--- src/rtl/vga_timing_gen_if.sv ---
// vga_timing_gen_if
//   Raster timing bundle between the VGA timing generator (master) and the
//   pattern controller (slave).
//   Signals:
//     mode       controller -> generator  requested timing, 0=640x480, 1=1440x900(h/4)
//     o_hpos     generator -> controller  horizontal counter
//     o_vpos     generator -> controller  vertical counter
//     o_hsync    generator -> controller  horizontal sync at the active mode's polarity
//     o_vsync    generator -> controller  vertical sync at the active mode's polarity
//     o_hblank   generator -> controller  horizontal blanking
//     o_vblank   generator -> controller  vertical blanking
//     o_visible  generator -> controller  pixel is inside the visible area
//     o_hmax     generator -> controller  last pixel of the line
//     o_vmax     generator -> controller  last line of the frame
//     o_mode     generator -> controller  timing mode currently in effect
interface vga_timing_gen_if;
    logic       mode;
    logic [9:0] o_hpos;
    logic [9:0] o_vpos;
    logic       o_hsync;
    logic       o_vsync;
    logic       o_hblank;
    logic       o_vblank;
    logic       o_visible;
    logic       o_hmax;
    logic       o_vmax;
    logic       o_mode;

    modport master (
        input  mode,
        output o_hpos, o_vpos, o_hsync, o_vsync, o_hblank, o_vblank,
               o_visible, o_hmax, o_vmax, o_mode
    );

    modport slave (
        output mode,
        input  o_hpos, o_vpos, o_hsync, o_vsync, o_hblank, o_vblank,
               o_visible, o_hmax, o_vmax, o_mode
    );
endinterface

--- src/rtl/vga_timing_gen.sv ---
// vga_timing_gen
//   Free-running VGA raster timing generator. Walks the pixel position one step
//   per clock and decodes sync, blanking, visible and end-of-line/frame flags
//   for either 640x480@60 or 1440x900@60 at quarter horizontal resolution.
//   Ports:
//     clk    pixel clock
//     rst_n  asynchronous active-low reset
//     vga    timing bundle (master side): mode in; o_hpos, o_vpos, o_hsync,
//            o_vsync, o_hblank, o_vblank, o_visible, o_hmax, o_vmax, o_mode out
//   Parameter:
//     REG_OUT  1: flags registered from next-state counters; 0: decoded
//              combinationally from the current counters. Same cycle alignment.
module vga_timing_gen #(
    parameter bit REG_OUT = 1'b1
) (
    input  logic               clk,
    input  logic               rst_n,
    vga_timing_gen_if.master   vga
);

    // Mode 0: 640x480@60
    localparam logic [9:0] M0_HVIS  = 10'd640;
    localparam logic [9:0] M0_HS0   = 10'd656;
    localparam logic [9:0] M0_HS1   = 10'd752;
    localparam logic [9:0] M0_HLAST = 10'd799;
    localparam logic [9:0] M0_VVIS  = 10'd480;
    localparam logic [9:0] M0_VS0   = 10'd490;
    localparam logic [9:0] M0_VS1   = 10'd492;
    localparam logic [9:0] M0_VLAST = 10'd524;
    // Mode 1: 1440x900@60, horizontal divided by 4
    localparam logic [9:0] M1_HVIS  = 10'd360;
    localparam logic [9:0] M1_HS0   = 10'd380;
    localparam logic [9:0] M1_HS1   = 10'd418;
    localparam logic [9:0] M1_HLAST = 10'd475;
    localparam logic [9:0] M1_VVIS  = 10'd900;
    localparam logic [9:0] M1_VS0   = 10'd901;
    localparam logic [9:0] M1_VS1   = 10'd904;
    localparam logic [9:0] M1_VLAST = 10'd931;

    typedef struct packed {
        logic hsync;
        logic vsync;
        logic hblank;
        logic vblank;
        logic visible;
        logic hmax;
        logic vmax;
    } flags_t;

    // Flag decode for a given mode and position. Both sync pulses are
    // active-low in mode 0; mode 1 has a negative hsync and positive vsync.
    function automatic flags_t decode(input logic m, input logic [9:0] h, input logic [9:0] v);
        logic [9:0] hvis, hs0, hs1, hlast, vvis, vs0, vs1, vlast;
        logic       vneg;
        flags_t     f;
        if (m) begin
            hvis = M1_HVIS; hs0 = M1_HS0; hs1 = M1_HS1; hlast = M1_HLAST;
            vvis = M1_VVIS; vs0 = M1_VS0; vs1 = M1_VS1; vlast = M1_VLAST;
            vneg = 1'b0;
        end else begin
            hvis = M0_HVIS; hs0 = M0_HS0; hs1 = M0_HS1; hlast = M0_HLAST;
            vvis = M0_VVIS; vs0 = M0_VS0; vs1 = M0_VS1; vlast = M0_VLAST;
            vneg = 1'b1;
        end
        f.hblank  = (h >= hvis);
        f.vblank  = (v >= vvis);
        f.visible = ~f.hblank & ~f.vblank;
        f.hmax    = (h == hlast);
        f.vmax    = (v == vlast);
        f.hsync   = ~((h >= hs0) && (h < hs1));
        f.vsync   = ((v >= vs0) && (v < vs1)) ^ vneg;
        return f;
    endfunction

    logic [9:0] hpos_q, vpos_q, hpos_d, vpos_d;
    logic       mode_q, mode_d;
    logic       at_hmax, at_vmax;
    flags_t     flags;

    // Next position. The requested mode is only taken at the frame wrap, where
    // both counters return to zero, so a new mode never sees an out-of-range count.
    always_comb begin
        at_hmax = (hpos_q == (mode_q ? M1_HLAST : M0_HLAST));
        at_vmax = (vpos_q == (mode_q ? M1_VLAST : M0_VLAST));
        hpos_d  = at_hmax ? 10'd0 : hpos_q + 10'd1;
        vpos_d  = vpos_q;
        if (at_hmax) begin
            vpos_d = at_vmax ? 10'd0 : vpos_q + 10'd1;
        end
        mode_d  = (at_hmax && at_vmax) ? vga.mode : mode_q;
    end

    always_ff @(posedge clk or negedge rst_n) begin
        if (!rst_n) begin
            hpos_q <= 10'd0;
            vpos_q <= 10'd0;
            mode_q <= 1'b0;
        end else begin
            hpos_q <= hpos_d;
            vpos_q <= vpos_d;
            mode_q <= mode_d;
        end
    end

    generate
        if (REG_OUT) begin : g_reg_flags
            flags_t flags_q;
            // Decoding the next-state counters with the next-state mode keeps the
            // registered flags aligned with the counters they are clocked alongside,
            // including on the edge where the mode switches.
            always_ff @(posedge clk or negedge rst_n) begin
                if (!rst_n) begin
                    flags_q <= decode(1'b0, 10'd0, 10'd0);
                end else begin
                    flags_q <= decode(mode_d, hpos_d, vpos_d);
                end
            end
            assign flags = flags_q;
        end else begin : g_comb_flags
            assign flags = decode(mode_q, hpos_q, vpos_q);
        end
    endgenerate

    assign vga.o_hpos    = hpos_q;
    assign vga.o_vpos    = vpos_q;
    assign vga.o_mode    = mode_q;
    assign vga.o_hsync   = flags.hsync;
    assign vga.o_vsync   = flags.vsync;
    assign vga.o_hblank  = flags.hblank;
    assign vga.o_vblank  = flags.vblank;
    assign vga.o_visible = flags.visible;
    assign vga.o_hmax    = flags.hmax;
    assign vga.o_vmax    = flags.vmax;

endmodule

--- src/flat_wrapper.sv ---
// flat-port wrapper written by rule: the top's interface ports become plain ports
module vga_timing_gen_flat 
#(
    parameter bit REG_OUT = 1'b1
)
  (clk, rst_n, vga_mode, vga_o_hpos, vga_o_vpos, vga_o_hsync, vga_o_vsync, vga_o_hblank, vga_o_vblank, vga_o_visible, vga_o_hmax, vga_o_vmax, vga_o_mode);
  vga_timing_gen_if vga_i ();
  input  logic clk;
  input  logic rst_n;
  input wire logic [$bits(vga_i.mode)-1:0] vga_mode;
  output wire logic [$bits(vga_i.o_hpos)-1:0] vga_o_hpos;
  output wire logic [$bits(vga_i.o_vpos)-1:0] vga_o_vpos;
  output wire logic [$bits(vga_i.o_hsync)-1:0] vga_o_hsync;
  output wire logic [$bits(vga_i.o_vsync)-1:0] vga_o_vsync;
  output wire logic [$bits(vga_i.o_hblank)-1:0] vga_o_hblank;
  output wire logic [$bits(vga_i.o_vblank)-1:0] vga_o_vblank;
  output wire logic [$bits(vga_i.o_visible)-1:0] vga_o_visible;
  output wire logic [$bits(vga_i.o_hmax)-1:0] vga_o_hmax;
  output wire logic [$bits(vga_i.o_vmax)-1:0] vga_o_vmax;
  output wire logic [$bits(vga_i.o_mode)-1:0] vga_o_mode;
  assign vga_i.mode = vga_mode;
  assign vga_o_hpos = vga_i.o_hpos;
  assign vga_o_vpos = vga_i.o_vpos;
  assign vga_o_hsync = vga_i.o_hsync;
  assign vga_o_vsync = vga_i.o_vsync;
  assign vga_o_hblank = vga_i.o_hblank;
  assign vga_o_vblank = vga_i.o_vblank;
  assign vga_o_visible = vga_i.o_visible;
  assign vga_o_hmax = vga_i.o_hmax;
  assign vga_o_vmax = vga_i.o_vmax;
  assign vga_o_mode = vga_i.o_mode;
  vga_timing_gen #(.REG_OUT(REG_OUT)) u_core (.clk(clk), .rst_n(rst_n), .vga(vga_i));
endmodule
--- config.mk ---
export PLATFORM = sky130hd
export DESIGN_NAME = vga_timing_gen_flat
export DESIGN_NICKNAME = d
export VERILOG_FILES = /design/src/rtl/vga_timing_gen_if.sv /design/src/rtl/vga_timing_gen.sv /design/src/flat_wrapper.sv
export SDC_FILE = /design/constraint.sdc
export NUM_CORES = 1
export LEC_CHECK = 0
export CORE_ASPECT_RATIO = 1.5
export CORE_MARGIN = 3
export CORE_UTILIZATION = 25
export CTS_CLUSTER_DIAMETER = 200
export DETAILED_ROUTE_END_ITERATION = 16
export GPL_TIMING_DRIVEN = 1
export SLEW_MARGIN = 20
export SYNTH_ARGS = -nofsm -noshare
export SYNTH_HDL_FRONTEND = slang
export SYNTH_SLANG_ARGS = --single-unit
--- constraint.sdc ---
create_clock -name clk -period 10 [get_ports clk]
set_input_delay 1 -clock clk [delete_from_list [all_inputs] [get_ports clk]]
set_output_delay 1 -clock clk [all_outputs]
set_load 0.02 [all_outputs]
==> results by group <==
STA
  • Setup Viol. Count Final: 0
  • Fin crit period: 4.15 ns
  • Slew Viols, Final: 0
  • Aggregate negative setup slack: 0 ns
  • Final period util: roughly two fifths
  • Max-slew headroom: 35.4%
  • Final Hold Vio Count: 0
  • Worst Skew: 0.00515 ns
  • Worst slew pin tran: 0.965 ns
  • Worst hold slack: ~0.6 ns
  • Highest clock rate: 241 MHz
  • RSZ-0062 raised after global routing: false

Clock network
  • Clock sink count: 28
  • CTS clk-pin slew, worst paths: 0.07 ns
  • H-tree depth reported by CTS: 1
  • Max clock buf depth: 2
  • Setup Buffers After CTS: 0
  • Resized cells post-CTS: 0
  • Num CTS Buffers: 3
  • TritonCTS clock tree: done
  • Clock latency on the worst-skew pair: 0.26 ns
  • Cts hold-fix bufs: 0
  • CTS Root Cell: clkbuf_16

Critical path
  • Worst R2R Path Depth: 14
  • Setup CP Type: flip-flop to flip-flop
  • Startpoint types: flip-flop
  • Crit Reg-Reg Endpoint: u_core.vga.o_hsync
  • CP Data Arrival Time: 4.34 ns
  • Crit-path cells: ha_1 -> and3_1 -> nand3_1 -> nor2_1 -> nand2_1 -> mux2i_1 -> buf_4 -> inv_1 -> ha_1 -> nand2_1 -> nor3_1 -> o2111a_1 -> a21oi_1 -> a211o_1
  • Critical path data required time: a little over 10 ns
  • Slowest stage delay, CP: between 0.7 and 0.8 ns
  • Reg-to-reg startpoint: u_core.vga.o_hpos[1]
  • Crit. Startpoint: u_core.vga.o_hpos[1]
  • R2r setup slk: 5.85 ns
  • Critical Path End Type: flip-flop
  • Slowest library cell on the worst path: nor2_1
  • Crit path max fanout: 14
  • Number of buffers and inverters on the critical path: 2
  • Worst path top cell family by delay: simple AND/OR/NAND/NOR gates

Floorplan
  • Die ar.: 0.00897 mm^2
  • Row count: 39
  • Width of the die: 78.4 um
  • Die height: 115 um
  • Initial Util: approximately 26%
  • Ports: 31
  • Core area: 0.00761 mm^2

Yosys
  • Syn. warnings: 0
  • Primary FF master, synth: dfrtp_1
  • Largest family of logic cells by synthesized area: simple AND/OR/NAND/NOR gates
  • Area share of the largest cell type after synthesis: 31.9%
  • Area leader, netlist: dfrtp_1
  • #FFs+latches synth: 28
  • Post-synthesis mux area share: 1.02%
  • Synth Area in XOR/XNOR: 4.46%
  • Synth Area in Compound Gates: about 17%
  • Mapped Cells: 210
  • Post-Synth Simple-Gate Area: 23.4%
  • Post-synth top cells: dfrtp_1, ha_1, nand2_1
  • Post-synth EDFFs: 0
  • Register area share after synthesis: 35.9%
  • Mapped Area: 0.00196 mm^2
  • Synth top area cells: dfrtp_1, ha_1, dfstp_2
  • Post-synth net total: between 200 and 250
  • Async SR Flop Fraction: 100%
  • Cell with the most instances after synthesis: dfrtp_1
  • Post-synthesis adder-cell area fraction: 14.7%
  • Synth cell types: 48
  • Mean post-synth cell area: 9.35 um^2

Worst hold path
  • WHS Path Cells: 1
  • Hold Path End: u_core.vga.o_vpos[9]
  • Hold Path Class: flip-flop to flip-flop
  • Hold path start: u_core.vga.o_vpos[9]

Finish
  • N_diodes: 0
  • Layout cells sized above 1: 5.83%
  • Util after Layout: around a third
  • Area grow syn2layout: 24.9%
  • Nets: 267

Pwr
  • VDD IR max: 0.0596 mV
  • Leakage: 1.10 nW
  • PwrDens: 91.4 mW/mm^2

Routing
  • WL final: approximately 5400 um
  • Initial DRC count: 111
  • Total number of vias: 1731
  • DR WL/cell: about 16 um
  • Initial DRT Pass Iterations: 4
  • Final ANT Viol Nets: 0
  • DRC: 0
  • Via density: 5.06

Place
  • GPL Wtd Cong: about 0.87
  • I/O Buffers: 30
  • DP HPWL: ~4200 um

Global routing
  • Largest net degree at the start of global routing: 29
  • Grt ovf: 0
  • Vias in the first global route: 1779
  • Global-route wire length before repair: 8980 um
  • Initial antenna violation count: 0
  • Tot GR Track Use: 12.7%

Job
  • Maxcap violations: 0

Outcome
  • Status: finished clean
==> worst reg2reg max path, delay by kind of cell, from the launching register on <==
| family | cells | cell delay (ns) |
|---|---|---|
| and+or+nand+nor | 6 | 1.64 |
| DFF | 1 | 0.49 |
| muxes | 1 | 0.19 |
| AOI/OAI and AO/OA | 3 | 0.58 |
| buffers and inverters | 2 | 0.47 |
| adders and majority gates | 2 | 0.71 |
==> per-layer routing <==
metal	share of wire [%]	global-route usage, %
met5	0	0
met4	2.3	5.13
met3	3.6	1.89
met2	55	24.5
met1	39	13.6
==> layout make-up <==
| cell class | count | area, um^2 |
|---|---|---|
| flip-flops and latches | 28 | 704 |
| inverters | 12 | 45.0 |
| clock buffers | 4 | 78.8 |
| well taps | 102 | 128 |
| fillers | 814 | 5160 |
| repair buffers | 32 | 315 |
| multi-input cells | 164 | 1180 |
==> worst max path at each step <==
stage	slack (ns)	endpoint	cells past startpoint
after floorplan	6.12	u_core.vga.o_hsync	11
after global placement	6.03	u_core.vga.o_hsync	14
after detailed placement	5.92	u_core.vga.o_hsync	14
after CTS	5.90	u_core.vga.o_hsync	14
after global routing	5.50	u_core.vga.o_vsync	16
final	5.85	u_core.vga.o_hsync	14
==> cell usage in the layout, fill, tap and decap left out, types with 4 or more instances in the layout <==
cell / instances
clkdlybuf4s50_1: 30
dfrtp_1: 25
ha_1: 23
nand2_1: 19
nor2_1: 17
inv_1: 11
nand3_1: 10
o21ai_0: 9
nand4_1: 7
xor2_1: 7
a21o_1: 7
nor3_1: 6
and3_1: 4
nor2b_1: 4
a21oi_1: 4
==> kinds of logic (layout without fill, tap and decap cells) <==
kind of cell / after synthesis / after routing
AOI/OAI and AO/OA: 43 / 43
and+or+nand+nor: 86 / 86
adders and majority gates: 23 / 23
xor gates and xnor gates: 10 / 10
buffers and inverters: 18 / 48
DFF: 28 / 28
muxes: 2 / 2
==> stage by stage <==
step | total power (W) | instances | area, um^2 | worst slack, ns
finish | 0.000224 | 342 | 2450 | 5.85
global route | 0.000234 | 342 | 2450 | 5.50
CTS | 0.000227 | 342 | 2450 | 5.90
detailed placement | 0.000133 | 338 | 2370 | 5.92
global placement | 0.000133 | 338 | 2370 | 6.03
floorplan | 0.000126 | 210 | 1960 | 6.12
==> power by group <==
part / total [W] / switching [W] / leakage, nW / internal [W]
clock: 0.0000931 / 0.0000384 / 0.0382 / 0.0000546
sequential: 0.000115 / 0.000000605 / 0.364 / 0.000114
combinational: 0.0000161 / 0.00000946 / 0.696 / 0.00000667
Note: power is estimated with default switching activity, not from simulation.
